$ cat src/rtl/adder_seq_pkg.sv
// Shared types and constants for the slice-serial adder sequencer.
package adder_seq_pkg;

  typedef enum logic [1:0] {
    IDLE = 2'd0,
    RUN  = 2'd1,
    DONE = 2'd2
  } state_t;

  localparam int DEF_WIDTH = 32;
  localparam int DEF_SLICE = 8;

  // Bits needed to count n slice steps; never less than one.
  function automatic int idx_width(input int n);
    int w;
    w = 1;
    while ((1 << w) < n) w++;
    return w;
  endfunction

endpackage

$ cat src/rtl/adder_seq_ctrl_add_slice.sv
// Combinational SLICE-bit adder, time-shared across all slice steps.
module add_slice #(
  parameter int SLICE = 8
) (
  input  logic [SLICE-1:0] a,
  input  logic [SLICE-1:0] b,
  input  logic             cin,
  output logic [SLICE-1:0] sum,
  output logic             cout
);

  assign {cout, sum} = {1'b0, a} + {1'b0, b} + {{SLICE{1'b0}}, cin};

endmodule

$ cat src/rtl/adder_seq_ctrl.sv
// Wide adder that walks one shared slice adder LSB-first, carry registered between steps.
module adder_seq_ctrl
  import adder_seq_pkg::*;
#(
  parameter int WIDTH = DEF_WIDTH,
  parameter int SLICE = DEF_SLICE
) (
  input  logic             clk,
  input  logic             rst,
  input  logic             in_valid,
  output logic             in_ready,
  input  logic [WIDTH-1:0] a,
  input  logic [WIDTH-1:0] b,
  input  logic             cin,
  output logic             out_valid,
  input  logic             out_ready,
  output logic [WIDTH-1:0] sum,
  output logic             cout,
  output logic             busy
);

  localparam int NSLICE = WIDTH / SLICE;
  localparam int IW     = idx_width(NSLICE);

  generate
    if ((WIDTH % SLICE) != 0) begin : g_width_check
      $error("adder_seq_ctrl: WIDTH must be a multiple of SLICE");
    end
  endgenerate

  state_t            state_reg, state_next;
  logic [WIDTH-1:0]  a_reg, b_reg;
  logic [IW-1:0]     idx_reg;
  logic              carry_reg;
  logic              cout_reg;
  logic [SLICE-1:0]  slice_a, slice_b, slice_sum;
  logic              slice_cout;
  logic              last_step;

  assign slice_a   = a_reg[idx_reg*SLICE +: SLICE];
  assign slice_b   = b_reg[idx_reg*SLICE +: SLICE];
  assign last_step = (idx_reg == IW'(NSLICE - 1));

  add_slice #(.SLICE(SLICE)) u_slice (
    .a    (slice_a),
    .b    (slice_b),
    .cin  (carry_reg),
    .sum  (slice_sum),
    .cout (slice_cout)
  );

  always_ff @(posedge clk or posedge rst) begin
    if (rst) begin
      state_reg <= IDLE;
    end else begin
      state_reg <= state_next;
    end
  end

  always_comb begin
    state_next = state_reg;
    case (state_reg)
      IDLE:    if (in_valid) state_next = RUN;
      RUN:     if (last_step) state_next = DONE;
      DONE:    if (out_ready) state_next = IDLE;
      default: state_next = IDLE;
    endcase
  end

  always_ff @(posedge clk or posedge rst) begin
    if (rst) begin
      a_reg     <= '0;
      b_reg     <= '0;
      idx_reg   <= '0;
      carry_reg <= 1'b0;
      cout_reg  <= 1'b0;
    end else begin
      case (state_reg)
        IDLE: begin
          if (in_valid) begin
            a_reg     <= a;
            b_reg     <= b;
            carry_reg <= cin;
            idx_reg   <= '0;
          end
        end
        RUN: begin
          carry_reg <= slice_cout;
          idx_reg   <= idx_reg + IW'(1);
          if (last_step) cout_reg <= slice_cout;
        end
        default: ;
      endcase
    end
  end

  // Each result slice owns its register and only loads on its own step.
  genvar gi;
  generate
    for (gi = 0; gi < NSLICE; gi++) begin : g_res
      logic [SLICE-1:0] part_reg;
      always_ff @(posedge clk or posedge rst) begin
        if (rst) begin
          part_reg <= '0;
        end else if (state_reg == RUN && idx_reg == IW'(gi)) begin
          part_reg <= slice_sum;
        end
      end
      assign sum[gi*SLICE +: SLICE] = part_reg;
    end
  endgenerate

  assign in_ready  = (state_reg == IDLE);
  assign busy      = !in_ready;
  assign out_valid = (state_reg == DONE);
  assign cout      = cout_reg;

endmodule

$ cat config.mk
export PLATFORM = sky130hd
export DESIGN_NAME = adder_seq_ctrl
export DESIGN_NICKNAME = d
export VERILOG_FILES = /design/src/rtl/adder_seq_pkg.sv /design/src/rtl/adder_seq_ctrl_add_slice.sv /design/src/rtl/adder_seq_ctrl.sv
export SDC_FILE = /design/constraint.sdc
export NUM_CORES = 1
export LEC_CHECK = 0
export ABC_AREA = 1
export BUFFER_PORTS_ARGS = -buffer_cell sky130_fd_sc_hd__buf_2
export CORE_MARGIN = 2
export CORE_UTILIZATION = 40
export CTS_CLUSTER_DIAMETER = 30
export CTS_CLUSTER_SIZE = 20
export DETAILED_ROUTE_END_ITERATION = 6
export PLACE_DENSITY = 0.62
export SETUP_SLACK_MARGIN = 0.4
export SYNTH_ARGS = -nofsm -noshare
export SYNTH_HDL_FRONTEND = slang
export SYNTH_HIERARCHICAL = 1
export SYNTH_SLANG_ARGS = --single-unit
export TNS_END_PERCENT = 10
$ cat constraint.sdc
create_clock -name clk -period 3.7 [get_ports clk]
set_clock_uncertainty 0.2 [all_clocks]
set_input_delay 0.185 -clock clk [delete_from_list [all_inputs] [get_ports clk]]
set_output_delay 0.185 -clock clk [all_outputs]
set_load 0.02 [all_outputs]
Yosys cells after proc, flatten, opt, wreduce, memory -nomap -nowiden
Index checks and enable logic that the tools add are counted.
{ "classes": {"add_sub_neg": 3, "eq_ne": 8, "n_shift": 2, "n_mux": 8, "n_reduce_logical": 12} }
{ "op_table": {"columns": ["op", "n"], "rows": [
  ["32-bit by 6-bit indexed part select with 8-bit output", 2],
  ["8-bit by 8-bit adder with 9-bit output", 1],
  ["9-bit by 1-bit adder with 9-bit output", 1],
  ["2-bit two-way mux", 4],
  ["2-bit equality test, second input constant", 3],
  ["2-bit case mux with 3 select lines", 1],
  ["2-bit AND reduction", 3],
  ["2-bit by 1-bit equality test with 1-bit output, second input constant", 2],
  ["1-bit logical AND", 4],
  ["2-bit zero test", 2],
  ["2-bit inequality test, second input constant", 2],
  ["2-bit case mux with 2 select lines", 1],
  ["3-bit AND reduction", 1],
  ["2-bit by 1-bit adder with 2-bit output, second input constant", 1],
  ["2-bit by 1-bit inequality test with 1-bit output, second input constant", 1],
  ["1-bit case mux with 2 select lines", 1],
  ["2-bit nonzero test", 1],
  ["1-bit zero test", 1],
  ["1-bit two-way mux", 1]
]} }
{ "totals": {"regBits": 102, "input_bits": 69, "output_inout_bits": 36} }

Longest topological paths before layout
Gate-level depths: netlist of the first run.
{ "depth": {"word_depth": 4, "mapped_depth": 17, "ltp_nobuf": 15} }

Cells and area by module
The synthesis of the first run kept the hierarchy.
{ "modules_own_cells": {"columns": ["module", "instances", "cells_each", "area_per_inst_um2"], "rows": [
  ["adder_seq_ctrl", 1, 591, 4683.2],
  ["add_slice", 1, 59, 384.1]
]} }

Worst setup path after synthesis of the first run
Ideal clock, no wire load.
{ "synth_timing": {"path_type": "reg-to-reg", "from": "register idx_reg[0]", "to": "register g_res[0].part_reg[6]", "arrival_time_ns": 2.390, "required_time_ns": 3.383, "path_slack_ns": 0.993, "path_stages_with_launch": 18, "n_path_buf": 2, "period_less_slack_ns": 2.707, "path_cell_list": "dfrtp_1 > clkbuf_1 > inv_2 > buf_2 > nand2_1 > nand2_1 > nand2_1 > nand2_1 > fa_1 > fa_1 > nand2_1 > nand2_1 > nand3b_4 > nand2_1 > nand2_1 > nand2_1 > nand2_1 > nand2_1"} }
{ "synth_between": {"elab_chain_len": 3} }
{ "synth_lines": {"columns": ["element", "line_no", "source"], "rows": [
  ["from (decl)", "adder_seq_ctrl.sv:33", "logic [IW-1:0] idx_reg;"],
  ["from (signal assigned)", "adder_seq_ctrl.sv:89", "idx_reg <= idx_reg + IW'(1);"],
  ["32-bit by 6-bit indexed part select with 8-bit output", "adder_seq_ctrl.sv:40", "assign slice_a = a_reg[idx_reg*SLICE +: SLICE];"],
  ["named net slice_a[0]", "adder_seq_ctrl.sv:36", "logic [SLICE-1:0] slice_a, slice_b, slice_sum;"],
  ["8-bit by 8-bit adder with 9-bit output", "adder_seq_ctrl_add_slice.sv:12", "assign {cout, sum} = {1'b0, a} + {1'b0, b} + {{SLICE{1'b0}}, cin};"],
  ["9-bit by 1-bit adder with 9-bit output", "adder_seq_ctrl_add_slice.sv:12", null],
  ["named net slice_sum[6]", "adder_seq_ctrl.sv:36", null],
  ["to (signal assigned)", "adder_seq_ctrl.sv:106", "part_reg <= slice_sum;"],
  ["to (decl)", "adder_seq_ctrl.sv:101", "logic [SLICE-1:0] part_reg;"]
]} }
The timed path passes the listed nets, and every way through them passes these cells.
A chain may end at the register's enable or synchronous reset.

Worst setup path in the final report of the first run
{ "layout_timing": {"from": "register idx_reg[1]", "to": "register g_res[2].part_reg[6]"} }
{ "layout_between": {"elab_chain_len": 3} }
{ "layout_lines": {"columns": ["element", "line_no"], "rows": [
  ["32-bit by 6-bit indexed part select with 8-bit output", "adder_seq_ctrl.sv:40"],
  ["named net slice_a[0]", "adder_seq_ctrl.sv:36"],
  ["8-bit by 8-bit adder with 9-bit output", "adder_seq_ctrl_add_slice.sv:12"],
  ["9-bit by 1-bit adder with 9-bit output", "adder_seq_ctrl_add_slice.sv:12"],
  ["named net slice_sum[6]", "adder_seq_ctrl.sv:36"],
  ["to (signal assigned)", "adder_seq_ctrl.sv:106"],
  ["to (decl)", "adder_seq_ctrl.sv:101"]
]} }
The timed path passes the listed nets, and every way through them passes these cells.

==> flow_metrics.py, run 1 <==
metrics = {
    "run_status": {
        "outcome": "finished, final reports clean",
    },
    "detailed_routing": {
        "drc": 0,
        "ant_nets": 0,
        "first_pass_iters": 5,
        "wire_per_inst_um": 13.4,
        "vias": 4658,
        "drt_iter0_markers": 247,
        "routed_wl_mm": 13.2,
        "via_per_inst": 4.73,
    },
    "sta": {
        "period_needed_ns": 2.86,
        "finalCritPeriodShare_pct": 77.3,
        "worst_slew_pin_slew_ns": 1.14,
        "hold_violations": 0,
        "setup_tns_ns": 0,
        "rsz0062_at_grt": "false",
        "slew_headroom_pct": 24.3,
        "whs_ns": 0.272,
        "setup_violations": 0,
        "timing.fmax_mhz": 350,
        "drv_slew": 0,
    },
    "cts": {
        "cts-root-buf": "clkbuf_16",
        "numCtsBuffers": 9,
        "clockBufferDepth": 2,
        "clk_latency_ns": 0.34,
        "cts_tree": "done",
        "h-tree-depth": 3,
        "cts_resized": 0,
        "cts.sinks": 102,
        "clk_pin_slew_worst_paths_ns": 0.07,
    },
    "yosys": {
        "post_synth.cell_area_avg_um2": 7.80,
        "syn_inst": 650,
        "synth_seq_area_share_pct": 50.4,
        "netlist_area_um2": 5070,
        "ys_ff_latch": 102,
        "synthesis.nets": 732,
        "yosys_warnings": 6,
        "synth_cell_types": 27,
    },
    "global_routing": {
        "grt_pass1_wl_mm": 21.7,
        "grt-ovfl-total": 0,
        "antenna_found_initial": 0,
        "grt_usage_pct": 20.3,
        "grt_pass1_vias": 4500,
        "grt_max_degree": 84,
    },
    "finish": {
        "design_area_um2": 6670,
        "nets": 889,
        "drive_gt1_share_pct": 18.5,
        "area_growth_pct": 31.6,
        "antennaDiodeCount": 0,
    },
    "place": {
        "io_buffers": 104,
        "dp_hpwl_mm": 8.93,
        "gp_congestion": 0.851,
        "placed_cell_area_um2": 5680,
    },
    "critical_path": {
        "crit_slowest_cell": "fa_1",
        "path_max_fanout": 18,
        "r2r-end": "g_res[2].part_reg[6]",
        "crit_family": "adder cells",
        "cp_data_required_time_ns": 3.73,
        "reg2reg_depth": 14,
        "r2r_start": "idx_reg[1]",
        "crit_buf_inv": 2,
        "rrSetupSlack_ns": 0.84,
        "critPathMaxStageDelay_ns": 0.47,
        "cp_num_cells": 14,
        "worstSetupPathType": "flop to flop",
        "cp_cell_sequence": "buf_4, inv_2, o211ai_1, nand2_1, fa_1, fa_1, nand2_1, nand2_1, nand3b_4, nand2_1, nand2_1, nand2_1, nand2_1, nand2_1",
        "worstPathArrival_ns": 2.89,
        "cp-start-kind": "flop",
        "end_kind": "flop",
        "crit_top_cell": "nand2_1",
    },
    "floorplan": {
        "pin_count": 105,
        "start_util_pct": 40.5,
        "core_um2": 12500,
        "die_h_um": 117,
        "num_rows": 41,
        "die_w_um": 117,
        "die-area_um2": 13600,
    },
    "power_and_ir_drop": {
        "leakage_nw": 3.69,
        "ir_drop_v": 0.000469,
        "powerDensity_nw_per_um2": 997,
        "finalPower_mw": 6.65,
    },
    "hold_path": {
        "min_to": "b_reg[18]",
        "min_path_type": "flop to flop",
        "hp-start": "b_reg[18]",
        "hold_depth": 2,
    },
    "job": {
        "drv_cap": 0,
    },
}
[placed cells by master (no fill, tap or decap), drive strengths merged, types with 3 or more instances in the layout]
| cell type | synthesis | final |
|---|---|---|
| o211ai | 16 | 16 |
| ha | 11 | 11 |
| clkinv | 0 | 3 |
| clkbuf | 5 | 10 |
| o21ai | 3 | 3 |
| inv | 34 | 34 |
| nand2 | 360 | 360 |
| dfrtp | 102 | 102 |
| a21oi | 3 | 3 |
| dlygate4sd3 | 0 | 67 |
| buf | 26 | 110 |
| nor2 | 10 | 10 |
| nand3 | 70 | 70 |
[tightest hold or removal path, delay by kind of cell, from the launching register on]
kind             cells  cell delay (ns)
DFF                  1             0.34
and+or+nand+nor      2             0.11
[kinds of logic after synthesis]
family          after synthesis  share of synthesized area [%]
buf+inv                      65                           5.95
fa+ha+maj                    13                           3.51
compound gates               23                           3.11
flops                       102                           50.4
xor+xnor                      3                          0.519
simple gates                444                           36.5
[metal layers]
| metal | share of wire [%] | wire [um] | up-vias | track usage (%) |
|---|---|---|---|---|
| met5 | 0 | 0 | - | 0 |
| met1 | 47 | 6160 | 2185 | 27.4 |
| li1 | - | - | 2343 | - |
| met4 | 1.1 | 144 | 0 | 4.94 |
| met3 | 4.0 | 528 | 10 | 3.94 |
| met2 | 48 | 6350 | 120 | 34.2 |
[cell type report]
cell class	instances	area, um2
flip-flops and latches	102	2550
well taps	172	215
clock buffers	10	229
inverters	34	130
clock inverters	6	86.3
fillers	1240	5850
repair buffers	177	1240
multi-input cells	483	2220
[cells in the mapped netlist]
| cell type | instances | area, um2 |
|---|---|---|
| nand2_2 | 8 | 50.1 |
| nand3_2 | 1 | 10.0 |
| xnor2_1 | 2 | 17.5 |
| nand3b_4 | 1 | 20.0 |
| a21oi_1 | 3 | 15.0 |
| inv_2 | 4 | 15.0 |
| nand2_1 | 352 | 1320 |
| nor2_2 | 2 | 12.5 |
| nand3b_1 | 1 | 7.51 |
| xor2_1 | 1 | 8.76 |
| buf_4 | 9 | 67.6 |
| or2_4 | 2 | 17.5 |
| o31ai_1 | 1 | 7.51 |
| fa_1 | 2 | 40.0 |
| clkbuf_1 | 5 | 18.8 |
| o21ai_1 | 1 | 5.00 |
| buf_6 | 1 | 11.3 |
| o21ai_0 | 2 | 10.0 |
| nand3_1 | 69 | 345 |
| ha_1 | 11 | 138 |
| buf_1 | 3 | 11.3 |
| buf_2 | 13 | 65.1 |
| nor2_4 | 5 | 56.3 |
| dfrtp_1 | 102 | 2550 |
| o211ai_1 | 16 | 120 |
| inv_1 | 30 | 113 |
| nor2_1 | 3 | 11.3 |
[report_power, final]
group	switching, mW	total (mW)	internal (mW)
combinational	2.42	3.67	1.24
clock	0.406	0.998	0.592
sequential	0.337	1.99	1.65
[worst max-delay path by stage]
stage / start / end / slack, ns
finish: idx_reg[1] / g_res[2].part_reg[6] / 0.84
global route: idx_reg[1] / g_res[0].part_reg[6] / 0.67
CTS: idx_reg[1] / g_res[2].part_reg[6] / 0.84
detailed placement: idx_reg[1] / g_res[2].part_reg[6] / 0.85
global placement: idx_reg[1] / g_res[1].part_reg[6] / 0.93
floorplan: rst / a_reg[0] / 0.64
[repair_timing]
item	4_1_cts	5_1_grt
buffers inserted	0	0
endpoints found under the hold margin	148	0
hold buffers	67	0
[through the flow]
| step | util, % | worst slack [ns] | cells |
|---|---|---|---|
| final | 53.3 | 0.840 | 984 |
| after CTS | 53.3 | 0.836 | 984 |
| after global routing | 53.3 | 0.671 | 984 |
| after global placement | 45.4 | 0.927 | 901 |
| after detailed placement | 45.4 | 0.851 | 901 |
| after floorplan | - | 0.640 | 650 |
Note: power is estimated with default switching activity, not from simulation.
==> run 2, diff against run 1 <==
==> constraint.sdc (replaced) <==
create_clock -name clk -period 2.9 [get_ports clk]
set_clock_uncertainty 0.2 [all_clocks]
set_input_delay 0.145 -clock clk [delete_from_list [all_inputs] [get_ports clk]]
set_output_delay 0.145 -clock clk [all_outputs]
set_load 0.02 [all_outputs]
==> flow_metrics.py, run 2 (same netlist as run 1, synthesis figures left out) <==
metrics = {
    "run_status": {
        "outcome": "finished, final reports clean",
    },
    "floorplan": {
        "start_util_pct": 40.5,
        "pin_count": 105,
        "die_h_um": 117,
        "die-area_um2": 13600,
        "core_um2": 12500,
        "num_rows": 41,
        "die_w_um": 117,
    },
    "job": {
        "drv_cap": 0,
    },
    "critical_path": {
        "crit_slowest_cell": "dfrtp_2",
        "critPathMaxStageDelay_ns": 0.48,
        "worstPathArrival_ns": 2.58,
        "crit_top_cell": "nand2_2",
        "cp_cell_sequence": "buf_6, nand2_2, nand2_2, nand2_2, nand2_2, fa_2, fa_2, nand2_2, nand2_4, nand3b_4, nand2_4, nand2_2, nand2_4, nand2_1, nand2_1",
        "worstSetupPathType": "flop to flop",
        "end_kind": "flop",
        "cp_data_required_time_ns": 2.94,
        "cp-start-kind": "flop",
        "path_max_fanout": 7,
    },
    "sta": {
        "setup_violations": 0,
        "timing.fmax_mhz": 394,
        "finalWorstSetupSlack_ns": 0.364,
        "finalCritPeriodShare_pct": 87.4,
        "drv_slew": 0,
        "rsz0062_at_grt": "true",
        "period_needed_ns": 2.54,
        "slew_headroom_pct": 52.0,
        "worst_slew_pin_slew_ns": 0.719,
        "setup_tns_ns": 0,
        "hold_violations": 0,
    },
    "global_routing": {
        "use_met1_pct": 27.9,
        "antenna_found_initial": 0,
        "grt_max_degree": 71,
        "grt_pass1_wl_mm": 21.7,
        "grt_pass1_vias": 4446,
        "grt_use_met3_pct": 3.53,
        "grtUsageMet2_pct": 33.6,
        "grt-ovfl-total": 0,
        "grt_usage_pct": 20.6,
        "top_usage_layer": "met2",
    },
    "power_and_ir_drop": {
        "finalPower_mw": 9.31,
        "leakage_nw": 3.77,
        "powerDensity_nw_per_um2": 1340,
        "ir_drop_v": 0.000734,
    },
    "detailed_routing": {
        "ant_nets": 0,
        "first_pass_iters": 6,
        "routed_wl_mm": 13.5,
        "drc": 0,
        "drt_iter0_markers": 333,
        "wire_per_inst_um": 13.5,
        "via_per_inst": 4.70,
        "vias": 4681,
    },
    "cts": {
        "cts_tree": "done",
        "cts.sinks": 102,
        "numCtsBuffers": 9,
        "clockBufferDepth": 2,
        "clk_pin_slew_worst_paths_ns": 0.07,
        "h-tree-depth": 3,
        "cts-root-buf": "clkbuf_16",
        "clk_latency_ns": 0.35,
    },
    "finish": {
        "area_growth_pct": 37.0,
        "drive_gt1_share_pct": 23.2,
        "final_cells": 995,
        "antennaDiodeCount": 0,
        "layout_commonest_cell": "nand2_1",
        "nets": 900,
        "finalCoreUtilization_pct": 55.5,
        "final_cell_mix": "nand2_1, buf_2, dfrtp_1",
    },
    "place": {
        "dpl_worst_slack_ns": 0.0488,
        "gp_congestion": 0.840,
        "dp_cells": 904,
        "io_buffers": 104,
        "dp_hpwl_mm": 9.04,
    },
    "hold_path": {
        "min_path_type": "primary input to flop",
    },
}
[run 2: cell count changes in the layout (fill, tap and decap cells not counted), moves of 3 or more]
cell and delta:
nand2_1 -16, nand2_2 +13, buf_4 +8, ha_1 -5, ha_4 +4, nand2_4 +3
[run 2: routing by layer]
layer  up-vias  share of wire (%)
li1       2359                  -
met1      2181                 47
met2       123                 47
met3        18                4.1
met4         0                1.6
met5         -                  0
[run 2: worst paths after layout]
| check | startpoint | end | slack [ns] | depth (start not counted) |
|---|---|---|---|---|
| min | in_valid | state_reg[0] | 0.12 | 3 |
| max | idx_reg[0] | g_res[2].part_reg[6] | 0.36 | 15 |
| min reg2reg | a_reg[26] | a_reg[26] | 0.27 | 2 |
| max reg2reg | idx_reg[0] | g_res[2].part_reg[6] | 0.36 | 15 |
| max in group asynchronous | rst | b_reg[1] | 1.43 | 4 |
| min in group asynchronous | rst | g_res[2].part_reg[1] | 0.26 | 3 |
[run 2: cell type report]
cell class | instances | area, um2
multi-input cells | 483 | 2360
clock inverters | 5 | 87.6
fillers | 1175 | 5570
clock buffers | 11 | 253
well taps | 172 | 215
inverters | 34 | 134
repair buffers | 188 | 1340
flip-flops and latches | 102 | 2550
[run 2: power by group]
group	switching, mW	total (mW)	internal, mW
sequential	0.425	2.53	2.11
combinational	3.39	5.42	2.03
clock	0.547	1.36	0.813
[run 2: repair_timing]
action,CTS,global route
hold buffers,67,0
setup endpoints to repair,30,26
gates resized for setup,13,23
setup buffers,3,5
pin swaps,3,10
hold endpoints to repair,98,0
[run 2: critical path: cells and delay by family, from the launching register on]
| family | cells | cell delay (ns) |
|---|---|---|
| buf+inv | 1 | 0.15 |
| fa+ha+maj | 2 | 0.84 |
| flops | 1 | 0.48 |
| simple gates | 12 | 0.76 |
[run 2: per-stage QoR]
step | instance area, um2 | hold slack [ns]
after floorplan | 5070 | 0.0422
after global placement | 5720 | 0.0919
after detailed placement | 5720 | 0.0908
after CTS | 6810 | 0.111
after global routing | 6940 | 0.160
final | 6940 | 0.116
==> run 3, diff against run 2 <==
--- a/config.mk
+++ b/config.mk
@@ -5,14 +5,13 @@
 export SDC_FILE = /design/constraint.sdc
 export NUM_CORES = 1
 export LEC_CHECK = 0
-export ABC_AREA = 1
 export BUFFER_PORTS_ARGS = -buffer_cell sky130_fd_sc_hd__buf_2
 export CORE_MARGIN = 2
 export CORE_UTILIZATION = 40
 export CTS_CLUSTER_DIAMETER = 30
 export CTS_CLUSTER_SIZE = 20
 export DETAILED_ROUTE_END_ITERATION = 6
-export PLACE_DENSITY = 0.62
+export PLACE_DENSITY = 0.63
 export SETUP_SLACK_MARGIN = 0.4
 export SYNTH_ARGS = -nofsm -noshare
 export SYNTH_HDL_FRONTEND = slang
==> constraint.sdc (replaced) <==
create_clock -name clk -period 2.9 [get_ports clk]
set_clock_uncertainty 0.2 [all_clocks]
set_input_delay 0.58 -clock clk [delete_from_list [all_inputs] [get_ports clk]]
set_output_delay 0.58 -clock clk [all_outputs]
set_load 0.02 [all_outputs]
==> flow_metrics.py, run 3 <==
metrics = {
    "floorplan": {
        "die-area_um2": 13200,
        "die_h_um": 115,
        "start_util_pct": 41.1,
        "die_w_um": 115,
        "pin_count": 105,
        "num_rows": 40,
        "core_um2": 12000,
    },
    "finish": {
        "nets": 505,
        "area_growth_pct": 23.9,
        "fillCellCount": 1049,
        "antennaDiodeCount": 0,
        "drive_gt1_share_pct": 66.1,
        "final_cell_mix": "buf_2, dfrtp_1, mux2_4",
        "layout_commonest_cell": "buf_2",
        "design_area_um2": 6120,
    },
    "yosys": {
        "synth_flop_cell": "dfrtp_1",
        "synth_area_leaders": "dfrtp_1, mux2_4, mux2_2",
        "ys_ff_latch": 102,
        "yosys_warnings": 6,
        "synth_seq_area_share_pct": 51.7,
        "async_flop_share_pct": 100,
        "synthesis.nets": 380,
        "netlist_area_um2": 4940,
        "synth.most_common_cell": "dfrtp_1",
        "syn_inst": 298,
        "synth_cell_types": 39,
        "yosysTopAreaCell": "dfrtp_1",
        "synthTopCellsByCount": "dfrtp_1, mux2_4, mux2_2",
        "post_synth.cell_area_avg_um2": 16.6,
        "yosysTopAreaCellShare_pct": 51.7,
        "synth_edf_count": 0,
    },
    "detailed_routing": {
        "drt_iter0_markers": 134,
        "routed_wl_mm": 9.84,
        "vias": 2897,
        "wire_per_inst_um": 17.1,
        "via_per_inst": 5.04,
        "drc": 0,
        "ant_nets": 0,
        "first_pass_iters": 4,
    },
    "cts": {
        "cts.sinks": 102,
        "cts-root-buf": "clkbuf_16",
        "cts_hold_repair.buffers": 0,
        "cts_tree": "done",
        "clockBufferDepth": 2,
        "numCtsBuffers": 9,
        "h-tree-depth": 3,
        "clk_pin_slew_worst_paths_ns": 0.07,
        "clk_latency_ns": 0.34,
    },
    "critical_path": {
        "end_kind": "flop",
        "r2r_start": "idx_reg[0]",
        "r2r-end": "g_res[1].part_reg[6]",
        "cp_data_required_time_ns": 2.92,
        "path_max_fanout": 5,
        "reg2reg_depth": 7,
        "worstPathArrival_ns": 2.86,
        "worstSetupPathType": "flop to flop",
        "cp-start-kind": "flop",
        "rrSetupSlack_ns": 0.06,
    },
    "place": {
        "placed_cell_area_um2": 5660,
        "dp_hpwl_mm": 7.22,
        "gp_congestion": 0.793,
        "io_buffers": 104,
    },
    "sta": {
        "rsz0062_at_grt": "true",
        "hold_violations": 0,
        "setup_violations": 0,
        "setup_tns_ns": 0,
        "slew_headroom_pct": 51.0,
        "worst_slew_pin_slew_ns": 0.734,
        "drv_slew": 0,
        "period_needed_ns": 2.84,
        "finalCritPeriodShare_pct": 97.9,
        "timing.fmax_mhz": 352,
    },
    "global_routing": {
        "grt_pass1_wl_mm": 15.8,
        "grt_max_degree": 103,
        "antenna_found_initial": 0,
        "grt_usage_pct": 15.6,
        "grt-ovfl-total": 0,
        "grt_pass1_vias": 3005,
    },
    "job": {
        "drv_cap": 0,
    },
    "run_status": {
        "outcome": "finished, final reports clean",
    },
    "hold_path": {
        "min_path_type": "primary input to async pin",
    },
}
==> run 3: cell type report <==
class	count	area, um2	share of cell area, %
multi-input combinational	175	2320	37.9
sequential	102	2550	41.8
inverter	9	37.5	0.614
clock buffer	10	239	3.91
tap	147	184	3.01
timing repair buffer	126	739	12.1
clock inverter	6	45.0	0.736
==> run 3: per-layer routing <==
layer	vias to the layer above	part of all wire [%]	global-route usage [%]
li1	1339	-	-
met1	1467	47	21.1
met2	80	46	24.8
met3	11	4.9	4.11
met4	0	1.8	4.66
met5	-	0	0
==> run 3: timing repair <==
action | in CTS | in global routing
gates resized for setup | 13 | 18
setup buffers | 0 | 2
endpoints found under the setup margin | 30 | 30
endpoints found under the hold margin | 0 | 0
pin swaps | 6 | 11
==> run 3: cells by family (layout without fill, tap and decap cells) <==
group | after synthesis | after routing | share of synthesized area [%]
mux | 114 | 114 | 34.2
flops | 102 | 102 | 51.7
simple gates | 25 | 25 | 3.04
buf+inv | 21 | 151 | 4.13
compound gates | 19 | 19 | 2.64
fa+ha+maj | 13 | 13 | 3.60
xor+xnor | 4 | 4 | 0.710
==> run 3: worst max-delay path by stage <==
| stage | to | depth (start not counted) | from |
|---|---|---|---|
| after floorplan | cout | 9 | idx_reg[0] |
| after global placement | g_res[0].part_reg[7] | 8 | idx_reg[0] |
| after detailed placement | g_res[1].part_reg[7] | 8 | idx_reg[0] |
| after CTS | g_res[1].part_reg[6] | 7 | idx_reg[0] |
| after global routing | g_res[1].part_reg[4] | 7 | idx_reg[0] |
| final | g_res[1].part_reg[6] | 7 | idx_reg[0] |
==> run 3: critical path: stages, from the launching register on <==
cell     delay (ns)
dfrtp_2        0.45
mux4_2         0.54
fa_2           0.42
fa_2           0.36
a21oi_2        0.18
o21a_2         0.18
xnor2_2        0.11
mux2_2         0.27
==> run 3: metrics by stage <==
| step | hold WS (ns) | utilization (%) | std cells | worst slack (ns) |
|---|---|---|---|---|
| 3_5_place_dp | 0.288 | 47.1 | 557 | -0.129 |
| 4_1_cts | 0.220 | 50.0 | 573 | 0.0271 |
| 6_report | 0.198 | 50.9 | 575 | 0.0621 |
| 5_1_grt | 0.247 | 50.9 | 575 | -0.0286 |
| 3_3_place_gp | 0.284 | 47.1 | 557 | -0.0651 |
| 2_1_floorplan | 0.275 | - | 298 | -0.334 |
Power of run 3 is not shown: default switching activity piles up to over one toggle a cycle in this logic, so the estimate is an artifact.
